**src/rtl/imm_gen_unit_pkg.sv**
```systemverilog
// Shared immediate-format encodings for the RV32I decode stage.
package imm_gen_unit_pkg;

    localparam logic [2:0] IMM_I     = 3'b000;
    localparam logic [2:0] IMM_S     = 3'b001;
    localparam logic [2:0] IMM_B     = 3'b010;
    localparam logic [2:0] IMM_U     = 3'b011;
    localparam logic [2:0] IMM_J     = 3'b100;
    localparam logic [2:0] IMM_SHAMT = 3'b101;
    localparam logic [2:0] IMM_ZIMM  = 3'b110;

endpackage

```
**src/rtl/imm_gen_unit_extract.sv**
```systemverilog
// Combinational immediate extraction and extension for each RV32I format.
module imm_extract
    import imm_gen_unit_pkg::*;
(
    input  logic [31:0] instr,
    input  logic [2:0]  immSel,
    output logic [31:0] imm
);

    logic signBit;
    assign signBit = instr[31];

    always_comb begin
        imm = 32'h0;
        case (immSel)
            IMM_I:     imm = {{20{signBit}}, instr[31:20]};
            IMM_S:     imm = {{20{signBit}}, instr[31:25], instr[11:7]};
            IMM_B:     imm = {{19{signBit}}, instr[31], instr[7], instr[30:25], instr[11:8], 1'b0};
            IMM_U:     imm = {instr[31:12], 12'h000};
            IMM_J:     imm = {{11{signBit}}, instr[31], instr[19:12], instr[20], instr[30:21], 1'b0};
            IMM_SHAMT: imm = {27'b0, instr[24:20]};
            IMM_ZIMM:  imm = {27'b0, instr[19:15]};
            // reserved and unknown selects yield zero so X never reaches the ALU
            default:   imm = 32'h0;
        endcase
    end

endmodule

```
**src/rtl/imm_gen_unit.sv**
```systemverilog
// Immediate generator: format mux followed by one register aligned to the decode/execute boundary.
module imm_gen_unit #(
    parameter int XLEN = 32
) (
    input  logic            clk,
    input  logic            rst,
    input  logic            en,
    input  logic [XLEN-1:0] Instr,
    input  logic [2:0]      ImmSel,
    output logic [XLEN-1:0] ExtImm,
    output logic            ExtImm_valid
);

    logic [31:0] immP0;

    imm_extract uExtract (
        .instr  (Instr),
        .immSel (ImmSel),
        .imm    (immP0)
    );

    // p0 -> p1: capture on enable, hold otherwise
    always_ff @(posedge clk or posedge rst) begin
        if (rst) begin
            ExtImm       <= '0;
            ExtImm_valid <= 1'b0;
        end else begin
            ExtImm_valid <= en;
            if (en) begin
                ExtImm <= immP0;
            end
        end
    end

endmodule

```
**config.mk**
```make
export PLATFORM = sky130hd
export DESIGN_NAME = imm_gen_unit
export DESIGN_NICKNAME = d
export VERILOG_FILES = /design/src/rtl/imm_gen_unit_pkg.sv /design/src/rtl/imm_gen_unit_extract.sv /design/src/rtl/imm_gen_unit.sv
export SDC_FILE = /design/constraint.sdc
export NUM_CORES = 1
export LEC_CHECK = 0
export ABC_CLOCK_PERIOD_IN_PS = 2300
export CORE_MARGIN = 5
export CORE_UTILIZATION = 44
export DETAILED_ROUTE_END_ITERATION = 12
export PLACE_DENSITY = 0.9
export SYNTH_ARGS = -nofsm -noshare
export SYNTH_HDL_FRONTEND = slang
export SYNTH_SLANG_ARGS = --single-unit
```
**constraint.sdc**
```tcl
create_clock -name clk -period 2.3 [get_ports clk]
set_input_delay 0.46 -clock clk [delete_from_list [all_inputs] [get_ports clk]]
set_output_delay 0.46 -clock clk [all_outputs]
set_load 0.05 [all_outputs]
```
==> results.json, run 1 <==
{
  "outcome": "finished, final reports clean",
  "peakVddDrop_mv": 0.471,
  "vias": 1375,
  "coreArea_um2": 3340,
  "synth_mux_area_frac": 0.0374,
  "ys_seq_area_frac": 0.548,
  "htreeDepth": 2,
  "cp_slowest_stage_delay_ns": 0.98,
  "pin_count": 71,
  "ys_types": 25,
  "clkSlewWorstSetupHoldPaths_ns": 0.10,
  "power_frac_clock": 0.270,
  "drv_slew": 0,
  "placed_cells": 231,
  "hold_buffers": 0,
  "synth_top_family_by_area": "compound AO/OA/AOI/OAI gates",
  "p_comb_frac": 0.329,
  "yosysMostFrequentCell": "dfrtp_1",
  "cts_buffer_depth": 2,
  "grt_remaining_overflow": 0,
  "routed_via_density": 5.75,
  "async_flop_share": 1.00,
  "endpoint_kind": "flop",
  "synth_area_leaders": "dfrtp_1 55%, a221o_1 13%, nand3b_1 4.0%",
  "synth_compound_area_frac": 0.252,
  "min_path_type": "in2async",
  "worst_path_dominant_cell_family": "simple AND/OR/NAND/NOR gates",
  "crit_chain": "clkdlybuf4s50_1 -> nand2_1 -> nor3_1 -> a221o_1",
  "drtIter0Drc": 75,
  "r2r_start": "ExtImm[25]",
  "dp_hpwl_mm": 3.31,
  "ys_seq_elements": 33,
  "antenna_cells": 0,
  "yosys-top-cells-count": "33 x dfrtp_1, 19 x a221o_1, 9 x nor2_1",
  "fp.dieW_um": 68.5,
  "synth_largest_area_cell": "dfrtp_1",
  "seqPwrFrac": 0.400,
  "syn_avg_cell_area_um2": 12.0,
  "fp.dieArea_um2": 4690,
  "cts-root-buf": "clkbuf_4",
  "worst_pin_slew_ns": 1.29,
  "cellLeakagePower_nw": 0.953,
  "syn_area_um2": 1510,
  "total_power_mw": 1.68,
  "r2r-end": "ExtImm[25]",
  "rows": 21,
  "drcViolationCount": 0,
  "swShare": 0.338,
  "critical_path_required_ns": 2.57,
  "min_period_ns": 2.07,
  "initial_core_util": 0.451,
  "ys.flop_type": "dfrtp_1",
  "maxSlewHeadroom": 0.131,
  "cts_made_buffers": 5,
  "arrival_ns": 2.34,
  "drive_gt1_frac": 0.104,
  "cellPowerDensity_nw_per_um2": 737,
  "cap_violations": 0,
  "fin_skew_ns": 0,
  "postCtsSetupBuffers": 0,
  "rsz0062_at_grt": "no",
  "ant_nets": 0,
  "clk_latency_ns": 0.33,
  "yosys.area_share.simple": 0.112,
  "netlist.area_leader.share": 0.548,
  "antenna_found_initial": 0,
  "grt.total_usage": 0.208,
  "synthAdderAreaFrac": 0.00664,
  "nNetsFinal": 230,
  "instances_no_fill": 239,
  "crit_buf_inv": 1,
  "critPathMaxFanout": 11,
  "synth_edf_count": 0,
  "slowest_stage": "nor3_1",
  "grt_pass1_vias": 1393,
  "cts_tree": "done",
  "grt_max_degree": 34,
  "cp-start-kind": "input port",
  "drt_first_pass_iters": 4,
  "setup_viol": 0,
  "port_buffers": 63,
  "cts_resized": 0,
  "finish.utilization": 0.684,
  "yosysWarnings": 0,
  "finalCritPeriodShare": 0.899,
  "r2r_cells": 1,
  "syn_to_final_growth_pct": 51.6,
  "wirelength_mm": 4.53,
  "die_h_um": 68.5,
  "fmaxAchievable_mhz": 484,
  "wl_per_cell_um": 18.9,
  "p_switching_mw": 0.569,
  "place_congestion": 0.793,
  "synth_xor_area_frac": 0,
  "grt_pass1_wl_mm": 7.02,
  "finalHoldViolCount": 0,
  "path_class": "in2reg",
  "clock-sinks": 33,
  "synthCells": 126,
  "p_int_mw": 1.11,
  "r2r_slack_ns": 1.42,
  "syn-num-nets": 164
}
area by class of cell:
type                            instances  area [um2]
Clock buffer                            7        55.1
Clock inverter                          1        30.0
Fill cell                             252        1050
Inverter                                3        11.3
Multi-Input combinational cell         80         616
Sequential cell                        33         826
Tap cell                               46        57.6
Timing Repair Buffer                   69         688
cell families after synthesis:
family          count (synthesis)
flops                          33
fa+ha+maj                       1
simple gates                   30
buf+inv                        13
mux                             5
compound gates                 44
sequential cells by signal, summed over array words and instances (netlist names):
signal	flops
ExtImm	32
ExtImm_valid	1
routing by layer:
layer,up-vias,wire length (um),GRT usage
met3,7,397,0.0632
met5,-,0,0
met1,674,1720,0.262
met4,0,46,0.0571
met2,69,2360,0.343
li1,625,-,-
power by group through the flow:
| stage | clock network (mW) | registers (mW) | logic [mW] |
|---|---|---|---|
| after floorplan | 0 | 0.893 | 0.120 |
| after global placement | 0 | 0.681 | 0.543 |
| after global routing | 0.491 | 0.681 | 0.581 |
| after detailed placement | 0 | 0.685 | 0.554 |
| final | 0.455 | 0.674 | 0.554 |
| after CTS | 0.455 | 0.674 | 0.558 |
metrics by stage:
stage                     setup WS, ns  area [um2]  setup TNS [ns]  hold WS [ns]
final                            0.233        2280               0         0.505
after global routing             0.159        2280               0         0.537
after CTS                        0.277        2280               0         0.521
after detailed placement       -0.0749        2200          -0.687         0.497
after global placement          0.0477        2200               0         0.495
after floorplan                  0.921        1510               0         0.491
layout by cell type (no fill, tap or decap):
master	synthesis	layout
a21o_1	5	5
a21oi_1	4	4
a21oi_4	1	1
a221o_1	19	19
a221oi_1	4	4
a22o_1	6	6
a31oi_1	3	3
buf_12	0	1
buf_4	3	5
bufinv_16	0	1
clkbuf_1	3	1
clkbuf_4	0	5
clkbuf_8	0	1
clkdlybuf4s50_1	0	63
dfrtp_1	33	33
inv_1	3	3
maj3_1	1	1
mux2_2	5	5
nand2_1	6	6
nand2b_1	1	1
nand3_1	1	1
nand3b_1	8	8
nor2_1	9	9
nor2b_1	1	1
nor3_1	1	1
nor3b_2	1	1
nor4b_1	1	1
o21ai_0	2	2
or3b_1	1	1
how the worst max path moves through the flow:
| stage | endpoint | depth (start not counted) | slack (ns) | start |
|---|---|---|---|---|
| after floorplan | ExtImm[1] | 4 | 0.92 | ImmSel[2] |
| after global placement | ExtImm[25] | 4 | 0.05 | en |
| after detailed placement | ExtImm[28] | 4 | -0.07 | ImmSel[1] |
| after CTS | ExtImm[28] | 4 | 0.28 | ImmSel[1] |
| after global routing | ExtImm[25] | 4 | 0.16 | ImmSel[1] |
| final | ExtImm[28] | 4 | 0.23 | ImmSel[1] |
No activity file was read; power rests on OpenSTA's default activity.
==> run 2: changes to the inputs <==
- ABC_CLOCK_PERIOD_IN_PS: 2300 -> 1700
- CORE_UTILIZATION: 44 -> 36
- PLACE_DENSITY: 0.9 -> 0.8
- clock period: 2.3 -> 1.7 ns (I/O delays scaled with it)
==> run 2 against run 1 <==
- register-to-register slack worse by 0.60 ns
- cell area is 2.7% higher
- via count is 1.9% lower
- largest cell class unchanged
- largest power group unchanged
- highest routed layer unchanged
==> results.json, run 2 (synthesized netlist as in run 1, its figures left out) <==
{
  "outcome": "finished, final reports clean",
  "fin_skew_ns": 0,
  "critPathMaxFanout": 9,
  "fp.dieW_um": 74.7,
  "seq_area_um2": 826,
  "cap_violations": 0,
  "total_power_mw": 2.40,
  "maxSlewHeadroom": 0.677,
  "swShare": 0.324,
  "grt_remaining_overflow": 0,
  "drtIter0Drc": 61,
  "vias": 1349,
  "arrival_ns": 1.75,
  "crit_buf_inv": 2,
  "crit_chain": "clkdlybuf4s50_1 -> buf_4 -> mux2_2 -> a221oi_1 -> a21oi_1",
  "fp.dieArea_um2": 5580,
  "drt_first_pass_iters": 4,
  "min_period_ns": 1.59,
  "drcViolationCount": 0,
  "pin_count": 71,
  "rsz0062_at_grt": "no",
  "finalCritPeriodShare": 0.937,
  "syn_to_final_growth_pct": 55.6,
  "final_common_cell": "buf_4",
  "power_frac_clock": 0.313,
  "antenna_found_initial": 0,
  "p_int_mw": 1.62,
  "cts_resized": 0,
  "port_buffers": 63,
  "place_congestion": 0.775,
  "fmaxAchievable_mhz": 628,
  "drv_slew": 0,
  "htreeDepth": 2,
  "clock-sinks": 33,
  "p_switching_mw": 0.780,
  "hold_ws_ns": 0.447,
  "path_class": "in2reg",
  "postCtsSetupBuffers": 0,
  "finish.utilization": 0.582,
  "coreArea_um2": 4030,
  "critical_path_required_ns": 1.86,
  "worst_pin_slew_ns": 0.483,
  "cts_buffer_depth": 2,
  "top_register": "ExtImm",
  "worst_path_dominant_cell_family": "buffers and inverters",
  "cts_tree": "done",
  "die_h_um": 74.7,
  "wirelength_mm": 4.22,
  "placed_cells": 251,
  "nNetsFinal": 246,
  "initial_core_util": 0.374,
  "finalHoldViolCount": 0,
  "grt_max_degree": 34,
  "setup_viol": 0,
  "dp_hpwl_mm": 3.28,
  "wl_per_cell_um": 16.3,
  "multi_input_area_um2": 616,
  "layout_common_cells": "55 x buf_4, 33 x dfrtp_1, 30 x clkdlybuf4s50_1",
  "grt_pass1_vias": 1332,
  "p_comb_frac": 0.307,
  "min_path_type": "in2async",
  "cts-root-buf": "clkbuf_8",
  "endpoint_kind": "flop",
  "drive_gt1_frac": 0.330,
  "nFillCells": 355,
  "slowest_stage": "clkdlybuf4s50_1",
  "clk_latency_ns": 0.28,
  "grt.total_usage": 0.156,
  "instances_no_fill": 259,
  "reg_top3": "ExtImm x32, ExtImm_valid x1",
  "largest_reg_flops": 32,
  "antenna_cells": 0,
  "cellPowerDensity_nw_per_um2": 1030,
  "grt_pass1_wl_mm": 6.51,
  "hold_buffers": 0,
  "ant_nets": 0,
  "rows": 23,
  "cp_slowest_stage_delay_ns": 0.50,
  "clkSlewWorstSetupHoldPaths_ns": 0.07,
  "peakVddDrop_mv": 0.494,
  "cts_made_buffers": 5,
  "cp-start-kind": "input port",
  "cellLeakagePower_nw": 1.08,
  "routed_via_density": 5.21,
  "seqPwrFrac": 0.380
}
[run 2: cell count changes in the layout (fill, tap and decap cells not counted), sizes merged]
| cell | delta |
|---|---|
| buf | +49 |
| clkdlybuf4s50 | -33 |
[run 2: path summary, 6_finish.rpt]
check                                   to       start  slack, ns  depth (start not counted)
worst min-delay path            ExtImm[30]         rst       0.45                          3
worst max-delay path             ExtImm[3]   ImmSel[2]       0.11                          5
min in group clk                 ExtImm[6]   ExtImm[6]       0.52                          1
worst min register to register   ExtImm[6]   ExtImm[6]       0.52                          1
worst max register to register  ExtImm[28]  ExtImm[28]       0.82                          1
max in group asynchronous        ExtImm[4]         rst       0.97                          3
[run 2: metal layers]
metal  wire (um)  up-vias  part of all wire  track usage
met5           0        -                 0            0
met4          59        0             0.014       0.0652
met3         341        7             0.081       0.0507
met2        1980       46              0.47        0.233
met1        1850      644              0.44        0.209
li1            -      652                 -            -
[run 2: power groups by stage]
stage | registers [mW] | clock network [mW] | logic (mW)
floorplan | 1.21 | 0 | 0.163
global placement | 0.925 | 0 | 0.733
detailed placement | 0.928 | 0 | 0.740
CTS | 0.914 | 0.767 | 0.744
global route | 0.922 | 0.808 | 0.777
finish | 0.914 | 0.754 | 0.737
[run 2: final cells by class]
type | instances | area share
well taps | 50 | 0.0267
inverters | 3 | 0.00480
clock buffers | 7 | 0.0368
clock inverters | 1 | 0.0128
multi-input cells | 80 | 0.263
flip-flops and latches | 33 | 0.352
repair buffers | 85 | 0.304
[run 2: metrics by stage]
step	setup TNS (ns)	worst slack (ns)	area (um2)
detailed placement	-2.83	-0.194	2230
floorplan	0	0.441	1510
finish	0	0.108	2340
global route	0	0.0513	2340
CTS	0	0.103	2340
global placement	-2.79	-0.176	2230
